[config.mk]
export PLATFORM = sky130hd
export DESIGN_NAME = button_conditioner
export DESIGN_NICKNAME = d
export VERILOG_FILES = /design/src/rtl/calc_pkg.sv /design/src/rtl/debounce_channel.sv /design/src/rtl/button_conditioner.sv
export SDC_FILE = /design/constraint.sdc
export NUM_CORES = 1
export LEC_CHECK = 0
export ABC_AREA = 1
export BUFFER_PORTS_ARGS = -buffer_cell sky130_fd_sc_hd__buf_2
export CORE_MARGIN = 3
export CORE_UTILIZATION = 55
export DETAILED_ROUTE_END_ITERATION = 16
export PLACE_DENSITY = 0.81
export SKIP_CTS_REPAIR_TIMING = 1
export SLEW_MARGIN = 20
export SYNTH_ARGS = -nofsm -noshare
export SYNTH_HDL_FRONTEND = slang
export SYNTH_HIERARCHICAL = 1
export SYNTH_SLANG_ARGS = --single-unit
[constraint.sdc]
create_clock -name clk -period 2.8 [get_ports clk]
set_input_delay 0.56 -clock clk [delete_from_list [all_inputs] [get_ports clk]]
set_output_delay 0.56 -clock clk [all_outputs]
set_load 0.03 [all_outputs]
[src/rtl/calc_pkg.sv]
// rtl/calc_pkg.sv - shared calculator types, button indices and timing defaults
package calc_pkg;

  typedef enum logic [1:0] {
    IDLE      = 2'd0,
    ARMING    = 2'd1,
    HELD      = 2'd2,
    RELEASING = 2'd3
  } btn_state_t;

  localparam int BTN_RESET   = 0;
  localparam int BTN_CONFIRM = 1;
  localparam int BTN_MODE    = 2;

  // 10 ms debounce and 1 s long press at 100 MHz
  localparam int DEBOUNCE_CYCLES   = 1_000_000;
  localparam int LONG_PRESS_CYCLES = 100_000_000;

endpackage

[src/rtl/debounce_channel.sv]
// rtl/debounce_channel.sv - one button: synchroniser, debounce FSM, hold timer
module debounce_channel
  import calc_pkg::*;
#(
  parameter int DEBOUNCE_CYCLES   = calc_pkg::DEBOUNCE_CYCLES,
  parameter int LONG_PRESS_CYCLES = calc_pkg::LONG_PRESS_CYCLES
) (
  input  logic clk,
  input  logic reset,
  input  logic btn_raw,
  output logic btn_level,
  output logic btn_press,
  output logic btn_release,
  output logic btn_long
);

  localparam int DEB_W  = $clog2(DEBOUNCE_CYCLES);
  localparam int HOLD_W = $clog2(LONG_PRESS_CYCLES);
  localparam logic [DEB_W-1:0]  DEB_LAST  = DEB_W'(DEBOUNCE_CYCLES - 1);
  localparam logic [HOLD_W-1:0] HOLD_LAST = HOLD_W'(LONG_PRESS_CYCLES - 1);

  logic [1:0]        sync_q;
  logic              s;
  btn_state_t        state_q, state_d;
  logic [DEB_W-1:0]  deb_q, deb_d;
  logic [HOLD_W-1:0] hold_q, hold_d;
  logic              fired_q, fired_d;
  logic              level_d, press_d, release_d, long_d;

  assign s = sync_q[1];

  // two-flop synchroniser for the asynchronous pad
  always_ff @(posedge clk or posedge reset) begin
    if (reset) begin
      sync_q <= 2'b00;
    end else begin
      sync_q <= {sync_q[0], btn_raw};
    end
  end

  // FSM state, counters and registered outputs
  always_ff @(posedge clk or posedge reset) begin
    if (reset) begin
      state_q     <= IDLE;
      deb_q       <= '0;
      hold_q      <= '0;
      fired_q     <= 1'b0;
      btn_level   <= 1'b0;
      btn_press   <= 1'b0;
      btn_release <= 1'b0;
      btn_long    <= 1'b0;
    end else begin
      state_q     <= state_d;
      deb_q       <= deb_d;
      hold_q      <= hold_d;
      fired_q     <= fired_d;
      btn_level   <= level_d;
      btn_press   <= press_d;
      btn_release <= release_d;
      btn_long    <= long_d;
    end
  end

  // next state: debounce both edges; hold timer runs while pressed or releasing
  always_comb begin
    state_d   = state_q;
    deb_d     = deb_q;
    hold_d    = hold_q;
    fired_d   = fired_q;
    level_d   = btn_level;
    press_d   = 1'b0;
    release_d = 1'b0;
    long_d    = 1'b0;
    case (state_q)
      IDLE: begin
        if (s) begin
          state_d = ARMING;
          deb_d   = '0;
        end
      end
      ARMING: begin
        if (!s) begin
          state_d = IDLE;
          deb_d   = '0;
        end else if (deb_q == DEB_LAST) begin
          state_d = HELD;
          deb_d   = '0;
          press_d = 1'b1;
          level_d = 1'b1;
          hold_d  = '0;
          fired_d = 1'b0;
        end else begin
          deb_d = deb_q + DEB_W'(1);
        end
      end
      HELD: begin
        if (hold_q != HOLD_LAST) begin
          hold_d = hold_q + HOLD_W'(1);
        end
        if (hold_q == HOLD_LAST && !fired_q) begin
          long_d  = 1'b1;
          fired_d = 1'b1;
        end
        if (!s) begin
          state_d = RELEASING;
          deb_d   = '0;
        end
      end
      RELEASING: begin
        if (hold_q != HOLD_LAST) begin
          hold_d = hold_q + HOLD_W'(1);
        end
        if (s) begin
          // glitch: resume the hold without touching the long-press state
          state_d = HELD;
          deb_d   = '0;
        end else if (deb_q == DEB_LAST) begin
          state_d   = IDLE;
          deb_d     = '0;
          release_d = 1'b1;
          level_d   = 1'b0;
        end else begin
          deb_d = deb_q + DEB_W'(1);
        end
      end
      default: begin
        state_d = IDLE;
        deb_d   = '0;
      end
    endcase
  end

endmodule

[src/rtl/button_conditioner.sv]
// rtl/button_conditioner.sv - debounced levels and press/release/long pulses for all buttons
module button_conditioner
  import calc_pkg::*;
#(
  parameter int NUM_BTN           = 3,
  parameter int DEBOUNCE_CYCLES   = calc_pkg::DEBOUNCE_CYCLES,
  parameter int LONG_PRESS_CYCLES = calc_pkg::LONG_PRESS_CYCLES
) (
  input  logic               clk,
  input  logic               reset,
  input  logic [NUM_BTN-1:0] btn_raw,
  output logic [NUM_BTN-1:0] btn_level,
  output logic [NUM_BTN-1:0] btn_press,
  output logic [NUM_BTN-1:0] btn_release,
  output logic [NUM_BTN-1:0] btn_long
);

  for (genvar i = 0; i < NUM_BTN; i++) begin : g_chan
    debounce_channel #(
      .DEBOUNCE_CYCLES  (DEBOUNCE_CYCLES),
      .LONG_PRESS_CYCLES(LONG_PRESS_CYCLES)
    ) u_chan (
      .clk        (clk),
      .reset      (reset),
      .btn_raw    (btn_raw[i]),
      .btn_level  (btn_level[i]),
      .btn_press  (btn_press[i]),
      .btn_release(btn_release[i]),
      .btn_long   (btn_long[i])
    );
  end

endmodule

==> results of run 1 <==
## flip-flops by register name, indices dropped and copies added, names as in the netlist, named ones only
register	count
g_chan.u_chan/btn_release	3
g_chan.u_chan/btn_long	3
g_chan.u_chan/hold_q	81
g_chan.u_chan/btn_press	3
g_chan.u_chan/btn_level	3
g_chan.u_chan/deb_q	60
g_chan.u_chan/fired_q	3
g_chan.u_chan/state_q	3
g_chan.u_chan/sync_q	6
## final timing paths
kind                                                           to  depth (start not counted)  slack [ps]
max in group asynchronous  g_chan[2].u_chan/hold_q[4]$_DFFE_PP0P_                          3        1950
min                         g_chan[1].u_chan/deb_q[1]$_DFFE_PP0P_                          2         140
min reg2reg                  g_chan[1].u_chan/sync_q[1]$_DFF_PP0_                          0         350
min in group clk             g_chan[2].u_chan/sync_q[0]$_DFF_PP0_                          1         230
max reg2reg                g_chan[2].u_chan/hold_q[2]$_DFFE_PP0P_                          9         560
max                        g_chan[2].u_chan/hold_q[2]$_DFFE_PP0P_                          9         560
## Yosys cell counts (9+ instances only)
cell type / number
inv_2: 12
nand4_1: 27
nand2_1: 472
dfrtp_1: 168
o21ai_1: 16
nor3_1: 18
buf_6: 9
inv_1: 132
a21oi_1: 9
nand2_2: 11
nand3_1: 172
o22ai_1: 22
xor2_1: 43
nor2_1: 230
clkbuf_1: 11
xnor2_1: 17
o21ai_2: 10
buf_2: 9
o21ai_0: 53
## cell families after synthesis
family,Yosys count
buffers and inverters,181
and+or+nand+nor,964
DFF,168
adders and majority gates,6
xor gates and xnor gates,60
AOI/OAI and AO/OA,119
## per-stage QoR
stage / utilization (%) / setup slack, ps
after CTS: 61.6 / 576
after global routing: 61.6 / 376
after floorplan: - / 869
final: 61.6 / 564
after global placement: 58.3 / 739
after detailed placement: 58.3 / 557
## routing by layer
layer | vias to the layer above | track usage [%] | part of all wire (%) | wire [um]
li1 | 4815 | - | - | -
met1 | 4414 | 34.4 | 47 | 11300
met2 | 262 | 38.5 | 47 | 11100
met3 | 20 | 3.73 | 4.9 | 1160
met4 | 0 | 5.80 | 0.98 | 234
met5 | - | 0 | 0 | 0
## power groups by stage
stage	Clock (mW)	Combinational [mW]	Sequential, mW
2_1_floorplan	0	1.36	2.82
3_3_place_gp	0	1.47	2.92
3_5_place_dp	0	1.50	2.93
4_1_cts	2.45	1.52	2.89
5_1_grt	2.55	1.71	2.93
6_report	2.39	1.52	2.90
## cell type report
cell class | count | area, um2
clock inverter | 13 | 164
sequential | 168 | 4200
timing repair buffer | 30 | 198
tap | 229 | 287
clock buffer | 19 | 443
fill | 1632 | 7010
inverter | 146 | 548
multi-input combinational | 1149 | 5420
==> flow_metrics.tcl, run 1 <==
set metrics [dict create \
    run_status "complete, no violations" \
    nets 1523 \
    grt_pass1_vias 8802 \
    initial_core_util_pct 57.0 \
    p_leak_nw 4.94 \
    final.min_clock_period_ps 2240 \
    drcViolationCount 0 \
    drt_iter0_drc 896 \
    yosys_warnings 6 \
    grt_setup_unrepaired "false" \
    synthCells 1498 \
    synth_top_cell_by_area "dfrtp_1" \
    dpl.hpwl_um 16800 \
    portBuffers 16 \
    pwr-share-clk_pct 35.1 \
    slew_violations 0 \
    switchingPower_mw 2.47 \
    gp_congestion 1.00 \
    tightest_slew_ps 629 \
    crit_arrival_ps 2570 \
    grt_overflow_total 0 \
    area_growth_pct 8.09 \
    clock_latency_ps 430 \
    netlist_top_cells_area "dfrtp_1 40%, nand2_1 17%, nor2_1 8.3%, nand3_1 8.3%, inv_1 4.8%" \
    die_y_um 144 \
    critPathMaxStageDelay_ps 450 \
    track_usage_pct 24.0 \
    critPathCaptureType "register" \
    syn_avg_cell_area_um2 6.96 \
    path_max_fanout 24 \
    startpoint "g_chan[2].u_chan/hold_q[0]$_DFFE_PP0P_" \
    final_area_um2 11300 \
    synthSimpleGateAreaFrac_pct 39.7 \
    drive_gt1_share_pct 8.13 \
    cellPowerDensity_nw_per_um2 605 \
    instances_no_fill 1754 \
    cts_root_buffer "clkbuf_16" \
    grt_max_degree 57 \
    p_comb_share_pct 22.4 \
    whs_ps 141 \
    synth_top_family_by_area "simple AND/OR/NAND/NOR gates" \
    ys_seq_area_share_pct 40.4 \
    synth-edff-count 0 \
    cts_tree "done" \
    tns_ps 0 \
    antennaDiodeCount 0 \
    drt-total-wl_um 23800 \
    mostFrequentLayoutCell "nand2_1" \
    start_kind "register" \
    place_area_um2 10700 \
    synth_compound_area_share_pct 6.56 \
    crit_chain "ha_1 -> inv_2 -> nor2_4 -> nand2_4 -> nor2_4 -> nand2_2 -> nand2_4 -> nand2_2 -> o21ai_0" \
    clockBufferDepth 2 \
    num_rows 49 \
    hold_path_class "input pin to async pin" \
    finalSetupViolCount 0 \
    power_mw 6.81 \
    clock.fmax_mhz 447 \
    post-route-period-util_pct 79.9 \
    ios 17 \
    synth.distinct_cells 34 \
    cp_num_buf_inv 1 \
    finalClockSkew_ps 9.84 \
    antenna_found_initial 0 \
    path_clk_slew_ps 70 \
    finalHoldViolCount 0 \
    cts_inserted_buffers 17 \
    vias 9511 \
    synth_top_flop_cell "dfrtp_1" \
    p_sw_share_pct 36.3 \
    grt_first_pass_wirelength_um 41000 \
    synth_area_um2 10400 \
    drt_first_pass_iters 6 \
    critPathSlowestCell "dfrtp_1" \
    die_area_um2 20600 \
    crit_type "register to register" \
    ant_nets 0 \
    r2r_start "g_chan[2].u_chan/hold_q[0]$_DFFE_PP0P_" \
    synth_seq_cells 168 \
    syn_nets 1509 \
    htree_levels 4 \
    layout_common_cells "472 x nand2_1, 230 x nor2_1, 172 x nand3_1" \
    irDropWorstVdd_mv 0.395 \
    p_int_mw 4.34 \
    required_ps 3130 \
    max_cap_viol_count 0 \
    die_x_um 144 \
    async_flop_share_pct 100 \
    synth-xor-area-share_pct 5.04 \
    synth.area.mux_share_pct 0 \
    wl_per_cell_um 13.6 \
    viasPerCell 5.42 \
    coreArea_um2 18300 \
    synth_top_area_share_pct 40.4 \
    max_slew_margin_pct 58.1 \
    dp_cells 1722 \
    critical-path-top-delay-family "simple AND/OR/NAND/NOR gates" \
    clock-sinks 168 \
    synthAdderAreaFrac_pct 0.721 \
    seqPwrFrac_pct 42.6 \
]
Power figures use the tool's default switching activity.
==> run 2, diff against run 1 <==
clock period = 2.3 ns   (was 2.8 ns; I/O delays follow)
==> run 2 against run 1 <==
Combinational power is 32% higher; hold slack lost 100 ps; critical path depth rose by 1; register-to-register slack got worse by 310 ps; flip-flop and latch count unchanged; setup slack worse by 310 ps; clock power up 21%; critical endpoint is now g_chan[0].u_chan/hold_q[14]$_DFFE_PP0P_; final cell count up 0.46%; routed wire length is 0.41% higher; utilization is 0.34 points higher; clock skew grew 4.9 ps; power up 23%.
==> flow_metrics.tcl, run 2 (same netlist as run 1, synthesis figures left out) <==
set metrics [dict create \
    run_status "complete, no violations" \
    dpl.hpwl_um 17000 \
    irDropWorstVdd_mv 0.550 \
    area_growth_pct 8.68 \
    place_area_um2 10700 \
    track_usage_pct 23.9 \
    cts_tree "done" \
    power_mw 8.39 \
    grt_max_degree 57 \
    grt_overflow_total 0 \
    drt_first_pass_iters 5 \
    hold_path_class "input pin to async pin" \
    layout_common_cells "472 x nand2_1, 230 x nor2_1, 172 x nand3_1" \
    start_kind "register" \
    antennaDiodeCount 0 \
    critPathMaxStageDelay_ps 460 \
    num_rows 49 \
    final_core_util_pct 62.0 \
    top_regs "g_chan.u_chan/hold_q x81, g_chan.u_chan/deb_q x60, g_chan.u_chan/sync_q x6" \
    critPathSlowestCell "dfrtp_1" \
    finalHoldViolCount 0 \
    p_leak_nw 4.98 \
    final_area_um2 11300 \
    coreArea_um2 18300 \
    path_clk_slew_ps 60 \
    cts_inserted_buffers 17 \
    vias 9659 \
    finalClockSkew_ps 14.8 \
    antenna_found_initial 0 \
    required_ps 2610 \
    nets 1531 \
    grt_util_met2_pct 38.2 \
    wl_per_cell_um 13.6 \
    max_slew_margin_pct 62.3 \
    die_y_um 144 \
    regMostFlops "g_chan.u_chan/hold_q" \
    crit_arrival_ps 2360 \
    drt_iter0_drc 847 \
    post-route-period-util_pct 89.1 \
    tightest_slew_ps 562 \
    grt-busiest-layer "met2" \
    portBuffers 16 \
    largest_reg_flops 81 \
    grt_setup_unrepaired "false" \
    initial_core_util_pct 57.0 \
    grt_use_met3_pct 4.36 \
    dp_cells 1730 \
    mostFrequentLayoutCell "nand2_1" \
    viasPerCell 5.48 \
    tns_ps 0 \
    max_cap_viol_count 0 \
    gr-usage-met1_pct 33.9 \
    instances_no_fill 1762 \
    die_area_um2 20600 \
    grt_first_pass_wirelength_um 40800 \
    slew_violations 0 \
    crit_chain "ha_1 -> inv_2 -> nor2_4 -> nand2_2 -> nor2_2 -> nand2_2 -> nand2_4 -> nand2_4 -> nand2_1 -> nand2_1" \
    final.min_clock_period_ps 2050 \
    ios 17 \
    cts_root_buffer "clkbuf_16" \
    drive_gt1_share_pct 8.55 \
    htree_levels 4 \
    path_max_fanout 21 \
    critical-path-top-delay-family "simple AND/OR/NAND/NOR gates" \
    clock.fmax_mhz 488 \
    die_x_um 144 \
    drt-total-wl_um 23900 \
    grt_pass1_vias 8901 \
    ant_nets 0 \
    critPathCaptureType "register" \
    crit_type "register to register" \
    cellPowerDensity_nw_per_um2 741 \
    finalSetupViolCount 0 \
    clock_latency_ps 430 \
    cp_num_buf_inv 1 \
    drcViolationCount 0 \
    clock-sinks 168 \
    clockBufferDepth 2 \
    gp_congestion 0.955 \
]
==> run 2: changes by cell type in the layout (fill, tap and decap cells not counted) <==
cell / delta
clkinv_8: -1
nand2_4: +1
inv_8: -1
clkbuf_8: +2
inv_6: -1
nand2_2: -1
clkbuf_1: +1
clkinv_4: -3
clkinv_2: +3
buf_4: +7
buf_12: +1
==> run 2: metrics by stage <==
| step | setup slack (ps) | hold slack (ps) |
|---|---|---|
| 2_1_floorplan | 469 | 331 |
| 3_3_place_gp | 319 | 331 |
| 5_1_grt | 95.3 | 52.6 |
| 6_report | 250 | 38.8 |
| 4_1_cts | 171 | 29.4 |
| 3_5_place_dp | 173 | 343 |
==> run 2: final cells by class <==
| type | instances | area (um2) |
|---|---|---|
| Timing Repair Buffer | 38 | 270 |
| Inverter | 146 | 548 |
| Multi-Input combinational cell | 1149 | 5420 |
| Fill cell | 1657 | 6950 |
| Tap cell | 229 | 287 |
| Clock inverter | 10 | 116 |
| Sequential cell | 168 | 4200 |
| Clock buffer | 22 | 474 |
==> run 2: worst paths after layout <==
| path | startpoint | endpoint | slack, ps | cells past startpoint |
|---|---|---|---|---|
| setup / recovery | g_chan[0].u_chan/hold_q[0]$_DFFE_PP0P_ | g_chan[0].u_chan/hold_q[14]$_DFFE_PP0P_ | 250 | 10 |
| hold / removal | reset | g_chan[2].u_chan/hold_q[24]$_DFFE_PP0P_ | 40 | 2 |
| setup reg to reg | g_chan[0].u_chan/hold_q[0]$_DFFE_PP0P_ | g_chan[0].u_chan/hold_q[14]$_DFFE_PP0P_ | 250 | 10 |
| hold reg to reg | g_chan[1].u_chan/sync_q[0]$_DFF_PP0_ | g_chan[1].u_chan/sync_q[1]$_DFF_PP0_ | 350 | 0 |
| max in group asynchronous | reset | g_chan[2].u_chan/deb_q[0]$_DFFE_PP0P_ | 1670 | 3 |
| min in group clk | btn_raw[2] | g_chan[2].u_chan/sync_q[0]$_DFF_PP0_ | 130 | 1 |
==> run 2: where the power goes <==
group,total (mW),switching (mW),internal (mW)
registers,3.50,0.327,3.18
logic,2.01,1.48,0.535
clock network,2.88,1.19,1.69
total,8.39,2.99,5.40
==> run 2: per-layer routing <==
layer	part of all wire, %	vias to the layer above
met5	0	-
met3	5.1	21
met2	47	258
met4	1.0	0
li1	-	4827
met1	47	4553
